[src/rtl/legv8_pkg.sv]
// LEGv8 instruction-format definitions shared by the encoder slice:
// format codes, immediate field widths, reference opcodes and the fit helper.
package legv8_pkg;

   typedef enum logic [2:0] {
      FMT_R  = 3'd0,
      FMT_D  = 3'd1,
      FMT_I  = 3'd2,
      FMT_CB = 3'd3,
      FMT_B  = 3'd4
   } fmt_e;

   localparam int unsigned IMM_W_R  = 6;
   localparam int unsigned IMM_W_D  = 9;
   localparam int unsigned IMM_W_I  = 12;
   localparam int unsigned IMM_W_CB = 19;
   localparam int unsigned IMM_W_B  = 26;

   localparam logic [9:0]  OP_ADDI  = 10'b1001000100;
   localparam logic [10:0] OP_LDUR  = 11'b11111000010;
   localparam logic [10:0] OP_STUR  = 11'b11111000000;
   localparam logic [5:0]  OP_B     = 6'b000101;
   localparam logic [7:0]  OP_CBZ   = 8'b10110100;
   localparam logic [7:0]  OP_BCOND = 8'b01010100;

   // True when v is the sign extension of its low n bits: bits [63:n-1] all equal.
   function automatic logic sext_fits(input logic [63:0] v, input int unsigned n);
      logic [63:0] upper_mask;
      logic [63:0] upper;
      upper_mask = '1 << (n - 1);
      upper      = v & upper_mask;
      return (upper == '0) || (upper == upper_mask);
   endfunction

endpackage

[src/rtl/instr_encoder_if.sv]
// Request/word stream bundle between an instruction producer and the encoder.
interface instr_encoder_if #(
   parameter int unsigned ADDR_W = 10
);
   logic              in_valid;
   logic              in_ready;
   logic [2:0]        in_fmt;
   logic [10:0]       in_opcode;
   logic [4:0]        in_rd;
   logic [4:0]        in_rn;
   logic [4:0]        in_rm;
   logic [63:0]       in_imm;

   logic              out_valid;
   logic              out_ready;
   logic [31:0]       out_instr;
   logic [ADDR_W-1:0] out_addr;

   modport master (
      output in_valid, in_fmt, in_opcode, in_rd, in_rn, in_rm, in_imm,
      input  in_ready,
      input  out_valid, out_instr, out_addr,
      output out_ready
   );

   modport slave (
      input  in_valid, in_fmt, in_opcode, in_rd, in_rn, in_rm, in_imm,
      output in_ready,
      output out_valid, out_instr, out_addr,
      input  out_ready
   );
endinterface

[src/rtl/imm_fit_check.sv]
// Checks that a signed immediate survives truncation to its format's field
// and returns the truncated field, right-aligned.
module imm_fit_check
   import legv8_pkg::*;
(
   input  logic [63:0] imm,
   input  logic [2:0]  fmt,
   output logic        fits,
   output logic [25:0] field
);

   always_comb begin
      fits  = 1'b0;
      field = '0;
      case (fmt)
         FMT_R:  begin fits = sext_fits(imm, IMM_W_R);  field = {20'd0, imm[5:0]};  end
         FMT_D:  begin fits = sext_fits(imm, IMM_W_D);  field = {17'd0, imm[8:0]};  end
         FMT_I:  begin fits = sext_fits(imm, IMM_W_I);  field = {14'd0, imm[11:0]}; end
         FMT_CB: begin fits = sext_fits(imm, IMM_W_CB); field = {7'd0, imm[18:0]};  end
         FMT_B:  begin fits = sext_fits(imm, IMM_W_B);  field = imm[25:0];          end
         default: ;
      endcase
   end

endmodule

[src/rtl/instr_encoder.sv]
// Packs LEGv8 fields into 32-bit words and streams them with sequential byte
// addresses; out-of-range immediates and illegal formats are dropped and flagged.
module instr_encoder
   import legv8_pkg::*;
#(
   parameter int unsigned ADDR_W = 10
) (
   input  logic              clk,
   input  logic              reset,
   input  logic              base_load,
   input  logic [ADDR_W-1:0] base_addr,
   input  logic              clear_err,
   output logic              err_sticky,
   instr_encoder_if.slave    bus
);

   typedef enum logic [1:0] {
      S_IDLE = 2'd0,
      S_ENC  = 2'd1,
      S_OUT  = 2'd2
   } state_e;

   state_e            state, state_nxt;
   logic              in_ready, accept, load_out, drop, retire;

   logic [2:0]        req_fmt;
   logic [10:0]       req_op;
   logic [4:0]        req_rd, req_rn, req_rm;
   logic [63:0]       req_imm;

   logic              fits, legal;
   logic [25:0]       field;
   logic [31:0]       enc_word;

   logic [ADDR_W-1:0] counter, pend_addr, base_aligned;
   logic              pend_load;
   logic [31:0]       out_instr_q;
   logic [ADDR_W-1:0] out_addr_q;

   assign base_aligned  = {base_addr[ADDR_W-1:2], 2'b00};
   assign legal         = (req_fmt <= 3'(FMT_B));
   assign bus.in_ready  = in_ready;
   assign bus.out_valid = (state == S_OUT);
   assign bus.out_instr = out_instr_q;
   assign bus.out_addr  = out_addr_q;

   imm_fit_check u_fit (
      .imm   (req_imm),
      .fmt   (req_fmt),
      .fits  (fits),
      .field (field)
   );

   always_ff @(posedge clk or posedge reset) begin
      if (reset) state <= S_IDLE;
      else       state <= state_nxt;
   end

   always_comb begin
      state_nxt = state;
      in_ready  = 1'b0;
      accept    = 1'b0;
      load_out  = 1'b0;
      drop      = 1'b0;
      retire    = 1'b0;
      case (state)
         S_IDLE: begin
            in_ready = 1'b1;
            if (bus.in_valid) begin
               accept    = 1'b1;
               state_nxt = S_ENC;
            end
         end
         S_ENC: begin
            if (fits && legal) begin
               load_out  = 1'b1;
               state_nxt = S_OUT;
            end else begin
               drop      = 1'b1;
               state_nxt = S_IDLE;
            end
         end
         S_OUT: begin
            // skid: a new request may enter in the cycle the held word retires
            in_ready = bus.out_ready;
            if (bus.out_ready) begin
               retire = 1'b1;
               if (bus.in_valid) begin
                  accept    = 1'b1;
                  state_nxt = S_ENC;
               end else begin
                  state_nxt = S_IDLE;
               end
            end
         end
         default: state_nxt = S_IDLE;
      endcase
   end

   always_comb begin
      enc_word = '0;
      case (req_fmt)
         FMT_R:  enc_word = {req_op, req_rm, field[5:0], req_rn, req_rd};
         FMT_D:  enc_word = {req_op, field[8:0], 2'b00, req_rn, req_rd};
         FMT_I:  enc_word = {req_op[9:0], field[11:0], req_rn, req_rd};
         FMT_CB: enc_word = {req_op[7:0], field[18:0], req_rd};
         FMT_B:  enc_word = {req_op[5:0], field[25:0]};
         default: ;
      endcase
   end

   always_ff @(posedge clk or posedge reset) begin
      if (reset) begin
         req_fmt <= '0;
         req_op  <= '0;
         req_rd  <= '0;
         req_rn  <= '0;
         req_rm  <= '0;
         req_imm <= '0;
      end else if (accept) begin
         req_fmt <= bus.in_fmt;
         req_op  <= bus.in_opcode;
         req_rd  <= bus.in_rd;
         req_rn  <= bus.in_rn;
         req_rm  <= bus.in_rm;
         req_imm <= bus.in_imm;
      end
   end

   always_ff @(posedge clk or posedge reset) begin
      if (reset) begin
         counter   <= '0;
         pend_load <= 1'b0;
         pend_addr <= '0;
      end else if (state == S_OUT || load_out) begin
         // a word already owns the current address: hold any base load until it retires
         if (retire) begin
            pend_load <= 1'b0;
            if (base_load && !accept) counter <= base_aligned;
            else if (pend_load)       counter <= pend_addr;
            else                      counter <= counter + ADDR_W'(4);
         end else if (base_load) begin
            pend_load <= 1'b1;
            pend_addr <= base_aligned;
         end
      end else if (base_load && !accept) begin
         counter <= base_aligned;
      end
   end

   always_ff @(posedge clk or posedge reset) begin
      if (reset) begin
         out_instr_q <= '0;
         out_addr_q  <= '0;
      end else if (load_out) begin
         out_instr_q <= enc_word;
         out_addr_q  <= counter;
      end
   end

   always_ff @(posedge clk or posedge reset) begin
      if (reset)          err_sticky <= 1'b0;
      else if (drop)      err_sticky <= 1'b1;
      else if (clear_err) err_sticky <= 1'b0;
   end

endmodule
[src/flat_wrapper.sv]
// flat-port wrapper written by rule: the top's interface ports become plain ports
module instr_encoder_flat import legv8_pkg::*;
#(
   parameter int unsigned ADDR_W = 10
)
  (clk, reset, base_load, base_addr, clear_err, err_sticky, bus_in_valid, bus_in_fmt, bus_in_opcode, bus_in_rd, bus_in_rn, bus_in_rm, bus_in_imm, bus_in_ready, bus_out_valid, bus_out_instr, bus_out_addr, bus_out_ready);
  instr_encoder_if #(.ADDR_W(ADDR_W)) bus_i ();
  input  logic clk;
  input  logic reset;
  input  logic base_load;
  input  logic [ADDR_W-1:0] base_addr;
  input  logic clear_err;
  output logic err_sticky;
  input wire logic [$bits(bus_i.in_valid)-1:0] bus_in_valid;
  input wire logic [$bits(bus_i.in_fmt)-1:0] bus_in_fmt;
  input wire logic [$bits(bus_i.in_opcode)-1:0] bus_in_opcode;
  input wire logic [$bits(bus_i.in_rd)-1:0] bus_in_rd;
  input wire logic [$bits(bus_i.in_rn)-1:0] bus_in_rn;
  input wire logic [$bits(bus_i.in_rm)-1:0] bus_in_rm;
  input wire logic [$bits(bus_i.in_imm)-1:0] bus_in_imm;
  output wire logic [$bits(bus_i.in_ready)-1:0] bus_in_ready;
  output wire logic [$bits(bus_i.out_valid)-1:0] bus_out_valid;
  output wire logic [$bits(bus_i.out_instr)-1:0] bus_out_instr;
  output wire logic [$bits(bus_i.out_addr)-1:0] bus_out_addr;
  input wire logic [$bits(bus_i.out_ready)-1:0] bus_out_ready;
  assign bus_i.in_valid = bus_in_valid;
  assign bus_i.in_fmt = bus_in_fmt;
  assign bus_i.in_opcode = bus_in_opcode;
  assign bus_i.in_rd = bus_in_rd;
  assign bus_i.in_rn = bus_in_rn;
  assign bus_i.in_rm = bus_in_rm;
  assign bus_i.in_imm = bus_in_imm;
  assign bus_in_ready = bus_i.in_ready;
  assign bus_out_valid = bus_i.out_valid;
  assign bus_out_instr = bus_i.out_instr;
  assign bus_out_addr = bus_i.out_addr;
  assign bus_i.out_ready = bus_out_ready;
  instr_encoder #(.ADDR_W(ADDR_W)) u_core (.clk(clk), .reset(reset), .base_load(base_load), .base_addr(base_addr), .clear_err(clear_err), .err_sticky(err_sticky), .bus(bus_i));
endmodule
[config.mk]
export PLATFORM = sky130hd
export DESIGN_NAME = instr_encoder_flat
export DESIGN_NICKNAME = d
export VERILOG_FILES = /design/src/rtl/legv8_pkg.sv /design/src/rtl/instr_encoder_if.sv /design/src/rtl/imm_fit_check.sv /design/src/rtl/instr_encoder.sv /design/src/flat_wrapper.sv
export SDC_FILE = /design/constraint.sdc
export NUM_CORES = 1
export LEC_CHECK = 0
export CORE_ASPECT_RATIO = 0.5
export CORE_MARGIN = 2
export CORE_UTILIZATION = 40
export CTS_CLUSTER_SIZE = 30
export DETAILED_ROUTE_END_ITERATION = 6
export DONT_BUFFER_PORTS = 1
export PLACE_DENSITY_LB_ADDON = 0.12
export SETUP_SLACK_MARGIN = 0.1
export SYNTH_ARGS = -nofsm -noshare
export SYNTH_HDL_FRONTEND = slang
export SYNTH_SLANG_ARGS = --single-unit
[constraint.sdc]
create_clock -name clk -period 5.1 [get_ports clk]
set_input_delay 0.255 -clock clk [delete_from_list [all_inputs] [get_ports clk]]
set_output_delay 0.255 -clock clk [all_outputs]
set_load 0.01 [all_outputs]
# After elaboration in Yosys (flattened, before gate mapping)
# Index checks and enable logic that the tools add are counted.
# Widths: inputs -> output; s select.
[op_classes]
addsub = 1
magnitude_cmp = 1
eq_ne = 14
muxes = 27
bitwise = 1
n_reduce_logical = 23
[ops]
columns = ["op", "n"]
rows = [
  ["$logic_not 64->1", 5],
  ["$pmux 32 s5", 1],
  ["$pmux 26 s4", 1],
  ["$eq 59x59->1 const B", 1],
  ["$eq 56x56->1 const B", 1],
  ["$eq 53x53->1 const B", 1],
  ["$mux 10", 5],
  ["$eq 46x46->1 const B", 1],
  ["$eq 39x39->1 const B", 1],
  ["$mux 1", 13],
  ["$add 10x3->10 const B", 1],
  ["$eq 3x2->1 const B", 2],
  ["$logic_or 1x1->1", 6],
  ["$mux 2", 3],
  ["$pmux 2 s3", 1],
  ["$reduce_and 2->1", 3],
  ["$reduce_bool 2->1", 3],
  ["$pmux 1 s5", 1],
  ["$ne 2x1->1 const B", 2],
  ["$pmux 1 s2", 2],
  ["$eq 3x1->1 const B", 1],
  ["$eq 3x3->1 const B", 1],
  ["$le 3x3->1 const B", 1],
  ["$logic_not 3->1", 1],
  ["8 further kinds", 9],
]
[word_totals]
ff_bits = 157
input_bits = 109
out_inout_bits = 45
word_cells = 80

# Logic depth before layout (Yosys ltp)
# Gate-level depths: netlist of the first run.
[depth]
ltp_word = 9
depth_mapped = 10
mapped_depth_nobuf = 8

# Modules after synthesis
# From an unflattened synthesis of the first run, not the netlist that was laid out.
[unflattened]
hier_cells = 649
area_unflattened_um2 = 7562.3
[modules_own_cells]
columns = ["mod", "instances", "cells_each", "area_per_inst_um2", "seq_area_each_um2"]
rows = [
  ["instr_encoder", 1, 558, 6981.7, 3828.7],
  ["imm_fit_check", 1, 91, 580.6, 0.0],
]

# Worst setup path after synthesis of the first run
# Ideal clock, no wire load.
[synth_timing]
kind = "reg-to-reg"
start = "register u_core.req_fmt[0]"
end = "register u_core.pend_addr[2]"
arrival_time_ns = 2.012
t_required_ns = 4.975
slack_ns = 2.962
stages_incl_launch_ff = 10
period_less_slack_ns = 2.138
cell_sequence = "dfrtp_1 buf_2 or3b_1 o41ai_1 a21oi_1 nor2_1 o21a_1 o21a_1 buf_6 mux2_4"
[synth_via]
elab_chain_len = 7
elab_cells_between_ends = 12
cone_classes = "order compare (1); eq/ne (4); mux (3); reduce/logical (4)"
[synth_lines]
columns = ["item", "line", "text"]
rows = [
  ["start: declaration", "instr_encoder.sv:26", "logic [2:0] req_fmt;"],
  ["start signal: assignment", "instr_encoder.sv:121", "req_fmt <= bus.in_fmt;"],
  ["$eq 3x3->1 (tied with other cells)", "imm_fit_check.sv:15", "case (fmt)"],
  ["$pmux 1 s5", "imm_fit_check.sv:15", ""],
  ["$logic_and 1x1->1 *", "instr_encoder.sv:75", "if (fits && legal) begin"],
  ["$mux 1 *", "instr_encoder.sv:75", ""],
  ["$mux 1 *", "instr_encoder.sv:66", "case (state)"],
  ["$logic_or 1x1->1 *", "instr_encoder.sv:135", "end else if (state == S_OUT || load_out) begin"],
  ["$reduce_and 3->1 (no line) *", "-", ""],
  ["end signal: assignment", "instr_encoder.sv:144", "pend_addr <= base_aligned;"],
  ["end: declaration", "instr_encoder.sv:35", "logic [ADDR_W-1:0] counter, pend_addr, base_aligned;"],
]
# Mark *: on every way between the ends. The rest lies on a longest branch, timed or not.
# A chain may end at the register's enable or synchronous reset.

# Worst setup path in the final report of the first run
[layout_timing]
start = "register u_core.req_fmt[1]"
end = "register u_core.pend_addr[3]"
# The elaborated chain is that of the path after synthesis.

==> results.tsv, run 1 <==
metric	value	unit
status	finished, final reports clean	
dr.pass1.iters	4	
layout_min_cycle_time	3.52	ns
fin_crit_sh	69.0	%
ys_ff_latch	153	
cts-buffers-inserted	17	
p_per_area	380	nW/µm²
rsz0062_at_grt	false	
worstSetupStartpoint	u_core.req_fmt[1]$_DFFE_PP0P_	
fmax	284	MHz
slew_headroom	20.2	%
finalHoldViolCount	0	
power_leakage	3.73	nW
synth_area_leader_cell	dfrtp_1	
crit_required	5.41	ns
pin_count	154	
dieArea	19600	µm²
maxSlewViolCount	0	
whs	0.0263	ns
min_from	base_addr[8]	
hpwlAfterDp	13.0	mm
layout.nets	857	
antenna_found_initial	1	
clkSinkCount	153	
track_usage	20.3	%
core	18200	µm²
vias	5493	
place.gp.congestion	0.795	
drive_above_1_share	21.1	%
clock_latency	0.42	ns
start_util	40.5	%
synthFlopType	dfrtp_1	
synthCells	660	
worstSetupStartpointType	flop	
grt_pass1_vias	5616	
postSynth.asyncResetShare	100	%
wl_per_cell	19.2	µm
syn_area_per_cell	11.2	µm²
regToRegStartpoint	u_core.req_fmt[1]$_DFFE_PP0P_	
synth_cell_type_count	54	
port-buffer-count	0	
viasPerCell	5.49	
finClkSkew	0.00945	ns
drt_iter0_markers	222	
cts_tree	done	
finalSetupTns	0	ns
tightestPinTransition	1.19	ns
fillCellCount	1650	
crit_fanout	26	
grt_pass1_wl	30.9	mm
grt_start_max_net_pins	92	
wl	19.2	mm
final_cell_mix	dfrtp_1 (153), dlygate4sd3_1 (105), mux2_2 (104), nand2_1 (64), a21oi_1 (44)	
vdd_drop_max	0.219	mV
area_growth	25.8	%
drc	0	
postCtsResizedCells	0	
setup_viol	0	
ys_seq_area_share	51.9	%
yosys.area.top_type_share	51.9	%
htree_levels	4	
overflow	0	
clkTransAtPathRegs	0.07	ns
synth_area_leaders	dfrtp_1 (52%), mux2_2 (16%), nand2_1 (3.3%)	
crit_arrival	3.82	ns
die_h	100	µm
yosys_warnings	0	
maxCapViolations	0	
syn_area	7380	µm²
final_common_cell	dfrtp_1	
clockBufferDepth	2	
hold_class	input pin to flop	
fp.dieW	196	µm
std_cell_rows	35	
ant_nets	0	
critPathKind	flop to flop	
clock_tree.root_cell	clkbuf_16	
synth_edf_count	0	
crit_path_end_kind	flop	
-- cell type report --
class | instances | area (µm²) | area share, %
diodes | 1 | 2.50 | 0.0270
clock buffers | 18 | 439 | 4.73
clock inverters | 14 | 244 | 2.63
inverters | 6 | 27.5 | 0.296
multi-input cells | 456 | 3320 | 35.7
flip-flops and latches | 153 | 3830 | 41.2
well taps | 240 | 300 | 3.23
repair buffers | 113 | 1120 | 12.1
-- path summary, 6_finish.rpt --
check / end / slack [ns] / depth (start not counted)
setup / recovery: u_core.pend_addr[3]$_DFFE_PP0P_ / 1.58 / 7
hold / removal: u_core.counter[8]$_DFFE_PP0P_ / 0.03 / 2
setup reg to reg: u_core.pend_addr[3]$_DFFE_PP0P_ / 1.58 / 7
hold reg to reg: u_core.req_rd[2]$_DFFE_PP0P_ / 0.50 / 1
max in group asynchronous: u_core.req_imm[14]$_DFFE_PP0P_ / 3.25 / 3
min in group asynchronous: u_core.req_imm[57]$_DFFE_PP0P_ / 0.52 / 2
-- where the power goes --
part	switching [W]	total [W]	internal (W)	leakage [nW]
clock network	0.000538	0.00147	0.000936	0.321
logic	0.000247	0.000556	0.000309	1.51
registers	0.000159	0.00150	0.00134	1.89
-- what timing repair did --
item | in CTS | in global routing
endpoints found under the hold margin | 194 | 0
hold buffers | 105 | 0
buffers inserted | 0 | 0
setup endpoints to repair | 0 | 0
-- cells in the mapped netlist (2+ instances only) --
| master | instances |
|---|---|
| buf_4 | 2 |
| and2_1 | 2 |
| a21oi_1 | 44 |
| nand3b_1 | 3 |
| a31oi_1 | 6 |
| nor2_1 | 15 |
| nand3_1 | 8 |
| mux2i_1 | 2 |
| nand2b_1 | 6 |
| nor4_2 | 2 |
| xnor2_1 | 3 |
| dfrtp_1 | 153 |
| o22a_1 | 21 |
| buf_6 | 4 |
| buf_1 | 4 |
| mux2_4 | 8 |
| buf_2 | 10 |
| o21ai_0 | 41 |
| nor2b_1 | 32 |
| nand4_1 | 14 |
| mux2_2 | 104 |
| nand2_1 | 64 |
| a22oi_1 | 20 |
| or3b_1 | 2 |
| xor2_1 | 3 |
| inv_1 | 6 |
| or3_1 | 4 |
| clkbuf_1 | 26 |
| o21a_1 | 2 |
| a211oi_1 | 7 |
| nor3_1 | 6 |
| nor4_1 | 14 |
-- metrics by stage --
stage / setup WS [ns] / cell area, µm² / utilization [%] / power, W / cells
after detailed placement: 1.61 / 7550 / 41.4 / 0.00201 / 863
after floorplan: 0.724 / 7380 / - / 0.00188 / 661
after global routing: 1.32 / 9280 / 51.0 / 0.00369 / 1001
after CTS: 1.59 / 9280 / 50.9 / 0.00356 / 1000
after global placement: 1.67 / 7550 / 41.4 / 0.00200 / 863
final: 1.58 / 9280 / 51.0 / 0.00353 / 1001
-- kinds of logic (layout without fill, tap and decap cells) --
group / count (synthesis) / after routing / share of synthesized area [%]
AND/OR/NAND/NOR: 177 / 177 / 12.5
AO/OA/AOI/OAI: 156 / 156 / 13.5
flip-flops: 153 / 153 / 51.9
multiplexers: 114 / 114 / 17.8
buffers and inverters: 52 / 151 / 3.32
XOR/XNOR: 6 / 6 / 0.712
adder cells (fa/ha/maj): 1 / 1 / 0.170
other: 1 / 3 / 0.0508
-- flip-flops by register name (all words and copies together), names as in the netlist, 2 cells and up --
| signal | count |
|---|---|
| u_core.req_imm | 64 |
| u_core.bus.out_instr | 32 |
| u_core.req_op | 11 |
| u_core.bus.out_addr | 8 |
| u_core.counter | 8 |
| u_core.pend_addr | 8 |
| u_core.req_rd | 5 |
| u_core.req_rm | 5 |
| u_core.req_rn | 5 |
| u_core.req_fmt | 3 |
| u_core.state | 2 |
-- worst max-delay path, stage by stage (launching register included) --
cell and delay [ns]:
dfrtp_1 0.96, nor2_2 0.18, a2111oi_2 0.40, a21oi_1 0.18
nor2_1 0.30, o21a_1 0.47, o21a_1 0.55, mux2_4 0.35
-- metal layers --
layer	wire length (µm)	global-route usage, %
met1	9190	28.1
met2	8800	32.1
met3	1110	5.48
met4	134	5.07
met5	0	0
(Power assumes the default switching activity.)
==> run 2, diff against run 1 <==
Clock period 5.1 ns to 3 ns, I/O delays scaled along.
==> run 2 against run 1 <==
  * Clock-buffer cell count increased by 1
  * Cell count rose by 1.1%
  * Sequential power increased by 69%
  * Worst setup slack worse by 1.2 ns
  * Clock power grew 49%
  * Core utilization grew 0.19 points
  * Critical path type unchanged
  * Critical endpoint is now u_core.counter[2]$_DFFE_PP0P_
  * Largest power group unchanged
  * Highest routed layer unchanged
==> results.tsv, run 2 (same netlist as run 1, synthesis figures left out) <==
metric	value	unit	change
drc	0		unchanged
hpwlAfterDp	13.1	mm	was 13.0 mm
min_from	base_load		was base_addr[8]
crit_path_end_kind	flop		unchanged
viasPerCell	5.44		was 5.49
worstSetupStartpointType	flop		unchanged
maxSlewViolCount	0		unchanged
dr.pass1.iters	5		was 4
worstSetupStartpoint	u_core.req_fmt[1]$_DFFE_PP0P_		unchanged
whs	0.0422	ns	was 0.0263 ns
std_cell_rows	35		unchanged
critPathKind	flop to flop		unchanged
cts_setup_buffers	0		unchanged
core	18200	µm²	unchanged
cts-buffers-inserted	17		unchanged
tightestPinTransition	1.11	ns	was 1.19 ns
final_common_cell	dfrtp_1		unchanged
path_cells	buf_4 > nor2b_1 > nor2b_1 > o31a_1 > o21a_1 > buf_4 > or4_1 > o211a_1		was nor2_2 > a2111oi_2 > a21oi_1 > nor2_1 > o21a_1 > o21a_1 > mux2_4
post-place-ws	0.271	ns	was 1.61 ns
fin_ws	0.340	ns	was 1.58 ns
clock_latency	0.42	ns	about the same
start_util	40.5	%	unchanged
wl_met2	8.53	mm	was 8.80 mm
drt_iter0_markers	228		was 222
pin_count	154		unchanged
rsz0062_at_grt	false		unchanged
wl	18.9	mm	was 19.2 mm
layout_min_cycle_time	2.66	ns	was 3.52 ns
top_layer_used	met4		unchanged
crit_required	3.30	ns	was 5.41 ns
finalSetupTns	0	ns	unchanged
port-buffer-count	0		unchanged
max_stage_delay	0.63	ns	was 0.96 ns
crit_fanout	13		was 26
dp.cells	874		was 863
die_h	100	µm	unchanged
vias	5507		was 5493
finClkSkew	0.0100	ns	was 0.00945 ns
clkTransAtPathRegs	0.06	ns	was 0.07 ns
utilization	51.2	%	was 51.0%
wl_per_cell	18.7	µm	was 19.2 µm
regMostFlops	u_core.req_imm		unchanged
ant_nets	0		unchanged
clkSinkCount	153		unchanged
fillCellCount	1632		was 1650
place.gp.congestion	0.772		was 0.795
grt_pass1_wl	31.0	mm	was 30.9 mm
finalNonFillerCells	1012		was 1001
htree_levels	4		unchanged
overflow	0		unchanged
grt_start_max_net_pins	95		was 92
clockBufferDepth	2		unchanged
wl_met1	9.05	mm	was 9.19 mm
regToRegStartpoint	u_core.req_fmt[1]$_DFFE_PP0P_		unchanged
status	finished, final reports clean		unchanged
dieArea	19600	µm²	unchanged
wl_met3	1.12	mm	was 1.11 mm
vdd_drop_max	0.420	mV	was 0.219 mV
fmax	376	MHz	was 284 MHz
grt_pass1_vias	5595		was 5616
maxCapViolations	0		unchanged
layout.nets	868		was 857
track_usage	20.3	%	about the same
critPathSlowestCell	dfrtp_1		unchanged
slew_headroom	25.1	%	was 20.2%
clock_tree.root_cell	clkbuf_16		unchanged
largest_reg_flops	64		unchanged
setup_viol	0		unchanged
cts_tree	done		unchanged
final_cell_mix	dfrtp_1 (153), dlygate4sd3_1 (105), mux2_2 (104), nand2_1 (64), a21oi_1 (44)		unchanged
power_leakage	3.76	nW	was 3.73 nW
antenna_found_initial	1		unchanged
hold_class	input pin to flop		unchanged
crit_arrival	2.96	ns	was 3.82 ns
fin_crit_sh	88.7	%	was 69.0%
finalHoldViolCount	0		unchanged
area_growth	26.3	%	was 25.8%
p_per_area	612	nW/µm²	was 380 nW/µm²
fp.dieW	196	µm	unchanged
drive_above_1_share	22.3	%	was 21.1%
run 2: changes by cell type in the layout (fill, tap and decap cells not counted), sizes merged:
cell / previous run / this run
buf: 8 / 19
bufinv: 6 / 2
clkbuf: 18 / 19
clkinv: 2 / 7
clkinvlp: 4 / 3
inv: 8 / 7
run 2: final timing paths:
| check | to | slack [ns] | cells past startpoint |
|---|---|---|---|
| worst max-delay path | u_core.counter[2]$_DFFE_PP0P_ | 0.34 | 8 |
| max in group asynchronous | u_core.bus.out_instr[1]$_DFFE_PP0P_ | 1.99 | 3 |
| min in group asynchronous | u_core.pend_addr[7]$_DFFE_PP0P_ | 0.22 | 2 |
| worst min register to register | u_core.req_rd[0]$_DFFE_PP0P_ | 0.50 | 1 |
| worst max register to register | u_core.counter[2]$_DFFE_PP0P_ | 0.34 | 8 |
| worst min-delay path | u_core.counter[5]$_DFFE_PP0P_ | 0.04 | 2 |
run 2: per-stage QoR:
step | instance area [µm²] | total power, W
final | 9320 | 0.00570
after global routing | 9320 | 0.00599
after CTS | 9320 | 0.00576
after detailed placement | 7670 | 0.00344
after global placement | 7670 | 0.00342
after floorplan | 7390 | 0.00319
run 2: final cells by class:
type                            count  area (µm²)  area share [%]
Timing Repair Buffer              124        1240            13.3
Inverter                            6        26.3           0.282
Antenna cell                        1        2.50          0.0269
Sequential cell                   153        3830            41.1
Tap cell                          240         300            3.22
Clock buffer                       19         453            4.86
Multi-Input combinational cell    456        3320            35.6
Clock inverter                     13         145            1.56
run 2: metal layers:
metal	vias up	track usage, %
li1	2600	-
met1	2760	28.6
met2	129	31.5
met3	18	5.24
met4	0	5.42
met5	-	0
run 2: repair_timing:
action                     4_1_cts  5_1_grt
hold buffers                   105        0
hold endpoints to repair       228        0
setup endpoints to repair        0        8
gates resized for setup          0        1
run 2: critical path, delay by kind of cell, from the launching register on:
| kind | cells | cell delay (ns) |
|---|---|---|
| AND/OR/NAND/NOR | 3 | 0.72 |
| AO/OA/AOI/OAI | 3 | 0.73 |
| flip-flops | 1 | 0.63 |
| buffers and inverters | 2 | 0.47 |
run 2: where the power goes:
part           internal (W)  switching, W  leakage, nW
logic              0.000545      0.000432         1.58
clock network       0.00128      0.000909        0.291
registers           0.00228      0.000256         1.89
==> run 3, diff against run 2 <==
Settings changed: PLACE_DENSITY_LB_ADDON 0.12 to default.
==> run 3 against run 2 <==
  * Register-to-register slack got worse by 0.02 ns
  * Cell area barely moved
  * Clock-buffer cell count fell by 2
  * Critical path depth fell by 1
  * Largest cell class unchanged
  * Worst setup slack got worse by 0.025 ns
  * Via count barely moved
  * First-iteration DRC count rose by 17%
  * Clock power rose by 2%
  * Global-route usage barely moved
  * Critical endpoint is now u_core.counter[3]$_DFFE_PP0P_
==> results.tsv, run 3 (same netlist as run 1, synthesis figures left out) <==
metric	value	unit	change
area_growth	26.4	%	was 26.3%
drc	0		unchanged
whs	0.0305	ns	was 0.0422 ns
maxSlewViolCount	0		unchanged
cts_tree	done		unchanged
drt_iter0_markers	266		was 228
std_cell_rows	35		unchanged
fp.dieW	196	µm	unchanged
track_usage	20.4	%	was 20.3%
viasPerCell	5.44		about the same
clkTransAtPathRegs	0.07	ns	was 0.06 ns
totalPowerFinal	0.00575	W	was 0.00570 W
start_util	40.5	%	unchanged
tightestPinTransition	1.16	ns	was 1.11 ns
grt_pass1_vias	5645		was 5595
clockBufferDepth	2		unchanged
grt_start_max_net_pins	95		unchanged
crit_arrival	3.00	ns	was 2.96 ns
vdd_drop_max	0.409	mV	was 0.420 mV
fillCellCount	1646		was 1632
htree_levels	4		unchanged
dieArea	19600	µm²	unchanged
critPathKind	flop to flop		unchanged
clock_latency	0.43	ns	was 0.42 ns
power_leakage	3.76	nW	about the same
port-buffer-count	0		unchanged
setup_viol	0		unchanged
worstSetupStartpointType	flop		unchanged
regToRegStartpoint	u_core.req_imm[26]$_DFFE_PP0P_		was u_core.req_fmt[1]$_DFFE_PP0P_
design_area	9320	µm²	about the same
place.gp.congestion	0.804		was 0.772
final_common_cell	dfrtp_1		unchanged
worstSetupStartpoint	u_core.req_imm[26]$_DFFE_PP0P_		was u_core.req_fmt[1]$_DFFE_PP0P_
status	finished, final reports clean		unchanged
utilization	51.2	%	about the same
clkSinkCount	153		unchanged
maxCapViolations	0		unchanged
drive_above_1_share	22.2	%	was 22.3%
finalHoldViolCount	0		unchanged
wl_per_cell	18.9	µm	was 18.7 µm
crit_required	3.31	ns	was 3.30 ns
vias	5509		was 5507
cts-buffers-inserted	17		unchanged
layout_min_cycle_time	2.69	ns	was 2.66 ns
crit_fanout	12		was 13
p_per_area	616	nW/µm²	was 612 nW/µm²
dr.pass1.iters	6		was 5
grt_pass1_wl	30.9	mm	was 31.0 mm
finalSetupTns	0	ns	unchanged
core	18200	µm²	unchanged
fin_crit_sh	89.5	%	was 88.7%
slew_headroom	22.1	%	was 25.1%
regMostFlops	u_core.req_imm		unchanged
hpwlAfterDp	12.9	mm	was 13.1 mm
pin_count	154		unchanged
min_from	base_load		unchanged
wl	19.1	mm	was 18.9 mm
largest_reg_flops	64		unchanged
overflow	0		unchanged
final_cell_mix	dfrtp_1 (153), dlygate4sd3_1 (105), mux2_2 (104), nand2_1 (64), a21oi_1 (44)		unchanged
rsz0062_at_grt	false		unchanged
place_area	7660	µm²	was 7670 µm²
layout.nets	867		was 868
antenna_found_initial	3		was 1
die_h	100	µm	unchanged
crit_path_end_kind	flop		unchanged
fmax	372	MHz	was 376 MHz
ant_nets	0		unchanged
hold_class	input pin to flop		unchanged
finClkSkew	0.0140	ns	was 0.0100 ns
clock_tree.root_cell	clkbuf_16		unchanged
## run 3: cell type report
| type | count | area (µm²) | share of cell area, % |
|---|---|---|---|
| sequential | 153 | 3830 | 41.1 |
| inverter | 6 | 26.3 | 0.282 |
| timing repair buffer | 123 | 1240 | 13.3 |
| clock inverter | 15 | 180 | 1.93 |
| tap | 240 | 300 | 3.22 |
| clock buffer | 17 | 425 | 4.56 |
| antenna | 3 | 7.51 | 0.0805 |
| multi-input combinational | 456 | 3320 | 35.6 |
## run 3: worst max-delay path, cell delays in order, from the launching register on
cell and delay, ns:
dfrtp_1 0.40, nor4_1 0.38, nand4_1 0.22, nor3_1 0.39, nand2_1 0.14, o221a_1 0.41, or3_1 0.40, a31o_1 0.22
## run 3: path summary, 6_finish.rpt
check | to | slack, ns | cells past startpoint
max in group asynchronous | u_core.req_imm[16]$_DFFE_PP0P_ | 1.75 | 3
min reg2reg | u_core.req_rd[0]$_DFFE_PP0P_ | 0.51 | 1
min in group asynchronous | u_core.req_imm[58]$_DFFE_PP0P_ | 0.41 | 2
max | u_core.counter[3]$_DFFE_PP0P_ | 0.31 | 7
min | u_core.counter[5]$_DFFE_PP0P_ | 0.03 | 2
max reg2reg | u_core.counter[3]$_DFFE_PP0P_ | 0.31 | 7
## run 3: per-layer routing
layer  global-route usage (%)  up-vias  share of wire, %
met5                        0        -                 0
met2                     32.3      144                46
li1                         -     2601                 -
met1                     28.0     2738                48
met4                     5.65        0               1.5
met3                     5.24       26               4.5
## run 3: stage by stage
stage	instances	setup slack (ns)
after floorplan	661	0.862
after global placement	873	0.365
after detailed placement	873	0.241
after CTS	1010	0.237
after global routing	1013	0.224
final	1013	0.315
## run 3: repair_timing
| item | CTS | global route |
|---|---|---|
| gates resized for setup | 0 | 1 |
| endpoints found under the hold margin | 151 | 0 |
| hold buffers | 105 | 0 |
| setup buffers | 0 | 0 |
| endpoints found under the setup margin | 0 | 8 |
## run 3: where the power goes
group          total, W  internal, W  switching [W]
Combinational  0.000973     0.000541       0.000432
Sequential      0.00254      0.00228       0.000260
Clock           0.00223      0.00126       0.000968
Total           0.00575      0.00409        0.00166
